--- src/rtl/sys_run_monitor_pkg.sv ---
// -----------------------------------------------------------------------------
// sys_run_monitor_pkg
//   Shared definitions for the run controller / performance monitor:
//   - run_state_t : controller state encoding (IDLE=0, HOLD=1, RUN=2, DONE=3)
//   - CH_ICACHE / CH_DCACHE : stall channel indices into the stall vector
//   - cnt_bits()  : width needed for a counter that walks 0..n-1
// -----------------------------------------------------------------------------
package sys_run_monitor_pkg;

  typedef enum logic [1:0] {
    S_IDLE = 2'd0,
    S_HOLD = 2'd1,
    S_RUN  = 2'd2,
    S_DONE = 2'd3
  } run_state_t;

  // Stall channel assignment as wired beside the cached processor system.
  localparam int CH_ICACHE = 0;
  localparam int CH_DCACHE = 1;

  // Bits needed to hold values 0..n-1 (at least one bit).
  function automatic int cnt_bits(input int n);
    int b;
    b = 1;
    while ((1 << b) < n) b++;
    return b;
  endfunction

endpackage

--- src/rtl/sys_run_monitor_sat_counter.sv ---
// -----------------------------------------------------------------------------
// sys_run_monitor_sat_counter
//   Up-counter that sticks at all-ones instead of wrapping.
//   Ports:
//     clk   in  1  clock, posedge
//     clr   in  1  synchronous clear (wins over inc)
//     inc   in  1  count enable for this cycle
//     count out W  current value
// -----------------------------------------------------------------------------
module sys_run_monitor_sat_counter #(
  parameter int W = 32
) (
  input  logic         clk,
  input  logic         clr,
  input  logic         inc,
  output logic [W-1:0] count
);

  always_ff @(posedge clk) begin
    if (clr) begin
      count <= '0;
    end else if (inc && (count != '1)) begin
      count <= count + 1'b1;
    end
  end

endmodule

--- src/rtl/sys_run_monitor.sv ---
// -----------------------------------------------------------------------------
// sys_run_monitor
//   Run controller and performance monitor for the cached processor system.
//   Holds the CPU in reset, releases it for a run, counts run cycles, stall-free
//   cycles and per-channel stall cycles, and ends the run on a cycle budget
//   (MAX_CYCLES, 0 = unlimited) or, when built with HALT_DETECT_EN defined, on
//   HALT_WIN consecutive unchanged-PC, stall-free cycles.
//
//   Build option: `define HALT_DETECT_EN to enable halt detection. Without it
//   the pc input is ignored and only the budget ends a run.
//
//   Ports:
//     CLK          in   1             clock, posedge
//     RESET        in   1             synchronous active-high reset
//     start        in   1             run request pulse
//     pc           in   PC_W          current CPU PC (halt detection only)
//     stall        in   NUM_CH        per-channel busywait (ch0 icache, ch1 dcache)
//     cpu_reset    out  1             reset to the CPU system
//     running      out  1             high while in RUN
//     done         out  1             high in DONE
//     timeout      out  1             last run ended on the cycle budget
//     cycle_count  out  CNT_W         RUN cycles elapsed
//     active_count out  CNT_W         RUN cycles with no stall
//     stall_count  out  NUM_CH*CNT_W  channel k in bits [k*CNT_W +: CNT_W]
//
//   Handshake: start is a single-cycle request with no ready. It is accepted
//   only in IDLE or DONE (the cycle it is seen high there, the run launches and
//   all counters clear); in HOLD or RUN it is dropped without effect.
//
//   The controller state is the internal signal `state` (run_state_t).
// -----------------------------------------------------------------------------
module sys_run_monitor
  import sys_run_monitor_pkg::*;
#(
  parameter int CNT_W      = 32,
  parameter int NUM_CH     = 2,
  parameter int PC_W       = 32,
  parameter int RST_HOLD   = 2,
  parameter int MAX_CYCLES = 126,
  parameter int HALT_WIN   = 8
) (
  input  logic                    CLK,
  input  logic                    RESET,
  input  logic                    start,
  input  logic [PC_W-1:0]         pc,
  input  logic [NUM_CH-1:0]       stall,
  output logic                    cpu_reset,
  output logic                    running,
  output logic                    done,
  output logic                    timeout,
  output logic [CNT_W-1:0]        cycle_count,
  output logic [CNT_W-1:0]        active_count,
  output logic [NUM_CH*CNT_W-1:0] stall_count
);

  localparam int               HOLD_W      = cnt_bits(RST_HOLD);
  localparam logic [HOLD_W-1:0] HOLD_LAST  = HOLD_W'(RST_HOLD - 1);
  localparam bit               BUDGET_EN   = (MAX_CYCLES != 0);
  // Budget fires on the edge where cycle_count goes from MAX_CYCLES-1 to MAX_CYCLES.
  localparam logic [CNT_W-1:0] BUDGET_LAST = CNT_W'(MAX_CYCLES - 1);

  run_state_t        state;
  logic [HOLD_W-1:0] hold_cnt;

  logic run_cycle;
  logic launch;
  logic cnt_clr;
  logic no_stall;
  logic budget_hit;
  logic halt_hit;

  assign run_cycle  = (state == S_RUN);
  assign launch     = start && ((state == S_IDLE) || (state == S_DONE));
  assign cnt_clr    = RESET || launch;
  assign no_stall   = (stall == '0);
  assign budget_hit = BUDGET_EN && run_cycle && (cycle_count == BUDGET_LAST);

  // ---------------------------------------------------------------------------
  // Performance counters: only advance in RUN, so they hold through DONE.
  // ---------------------------------------------------------------------------
  sys_run_monitor_sat_counter #(.W(CNT_W)) u_cycle_ctr (
    .clk   (CLK),
    .clr   (cnt_clr),
    .inc   (run_cycle),
    .count (cycle_count)
  );

  sys_run_monitor_sat_counter #(.W(CNT_W)) u_active_ctr (
    .clk   (CLK),
    .clr   (cnt_clr),
    .inc   (run_cycle && no_stall),
    .count (active_count)
  );

  for (genvar k = 0; k < NUM_CH; k++) begin : g_stall_ctr
    sys_run_monitor_sat_counter #(.W(CNT_W)) u_stall_ctr (
      .clk   (CLK),
      .clr   (cnt_clr),
      .inc   (run_cycle && stall[k]),
      .count (stall_count[k*CNT_W +: CNT_W])
    );
  end

  // ---------------------------------------------------------------------------
  // Halt detection
  // ---------------------------------------------------------------------------
`ifdef HALT_DETECT_EN
  logic [PC_W-1:0]  pc_prev;
  logic [CNT_W-1:0] halt_count;
  logic             halt_cond;

  // Loading during HOLD makes the first RUN cycle compare against the PC the
  // CPU presents while it is still held in reset.
  always_ff @(posedge CLK) begin
    if (RESET) begin
      pc_prev <= '0;
    end else if ((state == S_HOLD) || (state == S_RUN)) begin
      pc_prev <= pc;
    end
  end

  assign halt_cond = run_cycle && no_stall && (pc == pc_prev);

  // Any RUN cycle that moves the PC or stalls restarts the window.
  sys_run_monitor_sat_counter #(.W(CNT_W)) u_halt_ctr (
    .clk   (CLK),
    .clr   (RESET || !halt_cond),
    .inc   (halt_cond),
    .count (halt_count)
  );

  assign halt_hit = halt_cond && (halt_count == CNT_W'(HALT_WIN - 1));
`else
  logic unused_halt_cfg;
  assign unused_halt_cfg = ^{pc, (HALT_WIN != 0)};
  assign halt_hit        = 1'b0;
`endif

  // ---------------------------------------------------------------------------
  // Controller FSM with registered outputs
  // ---------------------------------------------------------------------------
  always_ff @(posedge CLK) begin
    if (RESET) begin
      state     <= S_IDLE;
      hold_cnt  <= '0;
      cpu_reset <= 1'b1;
      running   <= 1'b0;
      done      <= 1'b0;
      timeout   <= 1'b0;
    end else begin
      case (state)
        S_IDLE, S_DONE: begin
          if (start) begin
            state     <= S_HOLD;
            hold_cnt  <= '0;
            cpu_reset <= 1'b1;
            running   <= 1'b0;
            done      <= 1'b0;
            timeout   <= 1'b0;
          end
        end

        S_HOLD: begin
          if (hold_cnt == HOLD_LAST) begin
            state     <= S_RUN;
            cpu_reset <= 1'b0;
            running   <= 1'b1;
          end else begin
            hold_cnt <= hold_cnt + 1'b1;
          end
        end

        S_RUN: begin
          // Halt takes priority when both end conditions land on one edge.
          if (halt_hit || budget_hit) begin
            state     <= S_DONE;
            cpu_reset <= 1'b1;
            running   <= 1'b0;
            done      <= 1'b1;
            timeout   <= !halt_hit;
          end
        end

        default: begin
          state     <= S_IDLE;
          cpu_reset <= 1'b1;
          running   <= 1'b0;
          done      <= 1'b0;
          timeout   <= 1'b0;
        end
      endcase
    end
  end

endmodule

--- config.mk ---
export PLATFORM = sky130hd
export DESIGN_NAME = sys_run_monitor
export DESIGN_NICKNAME = d
export VERILOG_FILES = /design/src/rtl/sys_run_monitor_pkg.sv /design/src/rtl/sys_run_monitor_sat_counter.sv /design/src/rtl/sys_run_monitor.sv
export SDC_FILE = /design/constraint.sdc
export NUM_CORES = 1
export LEC_CHECK = 0
export ABC_CLOCK_PERIOD_IN_PS = 3700
export BUFFER_PORTS_ARGS = -buffer_cell sky130_fd_sc_hd__buf_2
export CAP_MARGIN = 20
export CORE_MARGIN = 1
export CORE_UTILIZATION = 45
export CTS_CLUSTER_SIZE = 8
export DETAILED_ROUTE_END_ITERATION = 8
export PLACE_DENSITY = 0.76
export SYNTH_ARGS = -nofsm -noshare
export SYNTH_HDL_FRONTEND = slang
export SYNTH_SLANG_ARGS = --single-unit
--- constraint.sdc ---
create_clock -name CLK -period 3.7 [get_ports CLK]
set_input_delay 0.74 -clock CLK [delete_from_list [all_inputs] [get_ports CLK]]
set_output_delay 0.74 -clock CLK [all_outputs]
set_load 0.05 [all_outputs]
* Word level (Yosys, flattened, before mapping) *
Index checks and enable logic that the tools add are counted.

operators by class
  add/sub/neg operators = 5
  equality and inequality tests = 11
  mux-type cells = 15
  reductions and logical operators = 19

operators with widths
  kind                     number
  $add A32 B1 Y32 const B  4
  $ne A32 B32 Y1 const B   4
  $eq A32 B7 Y1 const B    1
  $logic_and A1 B1 Y1      9
  $mux W1                  7
  $mux W2                  3
  $pmux W1 S3              2
  $pmux W2 S3              1
  $reduce_and A3 Y1        2
  $eq A2 B2 Y1 const B     2
  $logic_not A2 Y1         2
  $ne A2 B2 Y1 const B     2
  $pmux W1 S2              2
  $reduce_bool A2 Y1       2
  $eq A2 B1 Y1 const B     1
  $logic_or A1 B1 Y1       2
  $ne A2 B1 Y1 const B     1
  $reduce_and A2 Y1        1
  $reduce_or A2 Y1         1
  $add A1 B1 Y1 const B    1

word-level totals
  register bits = 134
  input bits = 37

* Logic depth before layout (Yosys ltp) *
  depth after elaboration = 4
  mapped depth = 8

* By module *
A second synthesis with hierarchy kept.

unflattened totals
  cell total of the unflattened synthesis = 847
  area, all modules = 7,143.1 µm²

by module, submodules not included
  module                       times used  cells each  area each (µm²)
  sys_run_monitor_sat_counter  4           199         1,674.1
  sys_run_monitor              1           51          446.7

* Worst setup path before layout *
No wires, ideal clock.

  path type = reg-to-reg
  start point = register g_stall_ctr[1].u_stall_ctr.count[0]
  end point = register g_stall_ctr[1].u_stall_ctr.count[0]
  library setup time = 0.128 ns
  data arrival time = 2.307 ns
  required time = 3.572 ns
  path slack = 1.265 ns
  cell stages (with the launch flop) = 9
  path buffers = 2
  period minus slack after synthesis = 2.435 ns
  cell sequence = dfxtp_1 > ha_1 > inv_1 > or3_4 > o41ai_4 > buf_4 > buf_6 > xor2_1 > nor2_1

between the ends
  longest elaborated chain between the ends = 2
  elaborated cells between the ends (all ways) = 3
  classes of those cells = 1 x add/sub; 1 x eq/ne; 1 x reduce/logical

RTL lines
  what                                                                     RTL line                           RTL
  start: declaration                                                       sys_run_monitor_sat_counter.sv:16  output logic [W-1:0] count
  start signal: assignment                                                 sys_run_monitor_sat_counter.sv:23  count <= count + 1'b1;
  parallel branches: the longest is 2 deep, another holds $add A32 B1 Y32  n/a

Several ways; the timed one is not identified.
A chain may end at the register's enable or synchronous reset.

* Worst setup path in the final report *
  start point = register state[0]
  end point = register u_active_ctr.count[29]

between the ends
  elaborated cells between the ends (all ways) = 8
  classes of those cells = 2 x eq/ne; 6 x reduce/logical

RTL lines
  what                      RTL line                           RTL
  start: declaration        sys_run_monitor.sv:62              run_state_t state;
  start signal: assignment  sys_run_monitor.sv:144             state <= S_IDLE;
  start signal: assignment  sys_run_monitor.sv:154             state <= S_HOLD;
  start signal: assignment  sys_run_monitor.sv:165             state <= S_RUN;
  $eq A2 B2 Y1              sys_run_monitor.sv:72              assign run_cycle = (state == S_RUN);
  named net run_cycle       sys_run_monitor.sv:65              logic run_cycle;
  $logic_and A1 B1 Y1       sys_run_monitor.sv:91              .inc (run_cycle && no_stall),
  $logic_and A1 B1 Y1       sys_run_monitor_sat_counter.sv:22  end else if (inc && (count != '1)) begin
  end signal: assignment    sys_run_monitor_sat_counter.sv:23
  end: declaration          sys_run_monitor_sat_counter.sv:16

The timed path passes the listed nets, and every way through them passes these cells.

==> results.py <==
metrics = {
    "routing": {
        "antenna_left": 0,
        "drc": 0,
        "drt_wl_total_microns": 17600,
        "drt_iter0_markers": 502,
        "drt_first_pass_iters": 5,
        "vias": 7009,
        "avgViaCountPerCell": 5.97,
        "wl_per_cell_microns": 14.9,
    },
    "yosys": {
        "yosysTopAreaCell": "dfxtp_1",
        "synth_edf_count": 0,
        "ys_ff_latch": 134,
        "synth.distinct_cells": 57,
        "ys_warn_count": 0,
        "synth_area_per_cell_sq_um": 8.10,
        "netlist_instances": 857,
        "syn_nets": 901,
        "seq_area_frac_synth_pct": 38.6,
        "async_flop_share_pct": 0,
        "synth-main-ff-cell": "dfxtp_1",
        "yosysTopAreaCellShare_pct": 38.6,
        "syn_area_sq_um": 6950,
        "synthTopCellsByArea": "dfxtp_1, a21oi_1, or3_1",
    },
    "cells_and_area": {
        "final_cell_mix": "buf_2, dfxtp_1, a21oi_1",
        "fillCellCount": 1436,
        "final_util_pct": 55.0,
        "seqCellArea_sq_um": 2680,
        "fin_area_sq_um": 8330,
        "layout.nets": 1018,
        "final_cell_count_no_fill": 1175,
        "final_common_cell": "buf_2",
        "multi_input_area_sq_um": 4000,
        "drive_gt1_share_pct": 19.6,
        "antenna_cells": 0,
        "area_growth_pct": 20.0,
    },
    "sta": {
        "hold_viol": 0,
        "setup-violations-final": 0,
        "setup_tns_ns": 0,
        "skew_ns": 0.00724,
        "timing.final.ws_setup_ns": 1.01,
        "rsz0062_at_grt": "no",
        "period_share_pct": 72.7,
        "fmax_mhz": 372,
        "fin_crit_ns": 2.69,
        "maxSlewHeadroom_pct": 47.1,
        "maxSlewViolCount": 0,
        "worst_pin_slew_ns": 0.791,
    },
    "global_route": {
        "grt_pass1_vias": 6117,
        "grt.overflow.total": 0,
        "antenna_found_initial": 0,
        "grt_usage_pct": 22.4,
        "grt_first_pass_wirelength_microns": 29500,
        "grt_max_degree": 56,
    },
    "clocking": {
        "cts_setup_buffers": 0,
        "clk_pin_slew_ns": 0.06,
        "cts_buffers": 17,
        "tritoncts": "built",
        "post_cts_resized": 0,
        "clock_latency_ns": 0.42,
        "cts-root-buf": "clkbuf_16",
        "clockBufferDepth": 2,
        "hold_buffers": 0,
        "cts_sinks": 134,
        "htreeDepth": 4,
    },
    "status": {
        "status": "finished clean",
    },
    "hold_path": {
        "hp-class": "reg2reg",
    },
    "critical_path": {
        "critPathKind": "reg2reg",
        "worst_setup_path_end_kind": "flip-flop",
        "critPathMaxFanout": 17,
        "crit_path_start_kind": "flip-flop",
        "worst_ep_arrival_time_ns": 3.03,
        "crit_required_ns": 4.04,
    },
    "floorplanning": {
        "die-area_sq_um": 15900,
        "die_width_microns": 126,
        "std_cell_rows": 45,
        "core_sq_um": 15100,
        "initial_core_util_pct": 45.9,
        "io_pins": 169,
        "die_h_microns": 126,
    },
    "placement": {
        "globalplace.congestion": 0.800,
        "pre_cts_ws_ns": 0.976,
        "dp_cells": 1143,
        "hpwl_microns": 12000,
        "portBuffers": 136,
        "placed_area_sq_um": 7720,
    },
    "flow_run": {
        "cap_viol_max_count": 0,
    },
    "power_and_ir_drop": {
        "vdd_ir_drop_max_mv": 0.323,
        "power_leakage_uw": 0.00294,
        "p_per_area_nw_per_um2": 439,
    },
}
## cells in the mapped netlist, drive strengths merged, types with 7 or more instances
cell type / number
a21oi: 102
and2: 11
and3: 17
and4: 15
buf: 12
clkbuf: 32
dfxtp: 134
ha: 7
inv: 22
mux2i: 10
nand2: 73
nand2b: 10
nand3: 46
nand4: 43
nor2: 33
nor3: 11
nor4: 20
o21ai: 73
o31ai: 28
or3: 73
or4: 30
xnor2: 10
## power breakdown
group | total, uW | switching [uW] | internal (uW) | leakage [uW]
clock | 1740 | 647 | 1090 | 0.000288
combinational | 421 | 315 | 106 | 0.00157
sequential | 1500 | 25.8 | 1470 | 0.00108
total | 3660 | 988 | 2670 | 0.00294
## stage by stage
| step | power [uW] | hold slack, ns |
|---|---|---|
| final | 3660 | 0.468 |
| after global routing | 3800 | 0.511 |
| after CTS | 3690 | 0.471 |
| after detailed placement | 1950 | 0.455 |
| after global placement | 1940 | 0.445 |
| after floorplan | 1840 | 0.498 |
## worst paths after layout
path                                start                endpoint  slack [ns]  cells past startpoint
worst max register to register   state[0]  u_active_ctr.count[29]        1.01                      7
worst max-delay path             state[0]  u_active_ctr.count[29]        1.01                      7
worst min register to register  cpu_reset               cpu_reset        0.47                      1
worst min-delay path            cpu_reset               cpu_reset        0.47                      1
## layout make-up
type	instances	area share [%]
inverters	22	0.991
clock buffers	20	5.48
flip-flops and latches	134	32.2
clock inverters	12	1.83
repair buffers	142	8.71
well taps	188	2.82
multi-input cells	657	48.0
## metal layers
layer  vias up  routed length, microns  track usage, %
met1      3313                    8400            29.6
met4         0                     268            7.94
met3        25                     815            4.93
met5         -                       0               0
met2       175                    8080            35.9
li1       3496                       -               -
## worst max-delay path, stage by stage (launching register included)
cell and delay, ns:
dfxtp_1 0.33, inv_1 0.06, ha_1 0.53, nor3b_2 0.53, and4_1 0.30, o2111ai_1 0.29, or3_1 0.43, a21oi_1 0.15
## sequential cells by signal, indices dropped and copies added (netlist names)
register	cells
hold_cnt	1
u_cycle_ctr.count	32
u_active_ctr.count	32
timeout	1
running	1
cpu_reset	1
state	2
g_stall_ctr.u_stall_ctr.count	64
## cell families after synthesis
| logic type | count (synthesis) | share of synthesized area, % |
|---|---|---|
| DFF | 134 | 38.6 |
| adders and majority gates | 7 | 1.26 |
| xor gates and xnor gates | 15 | 1.89 |
| muxes | 10 | 1.44 |
| buffers and inverters | 66 | 3.98 |
| AOI/OAI and AO/OA | 227 | 19.4 |
| and+or+nand+nor | 398 | 33.4 |
(Power assumes the default switching activity.)
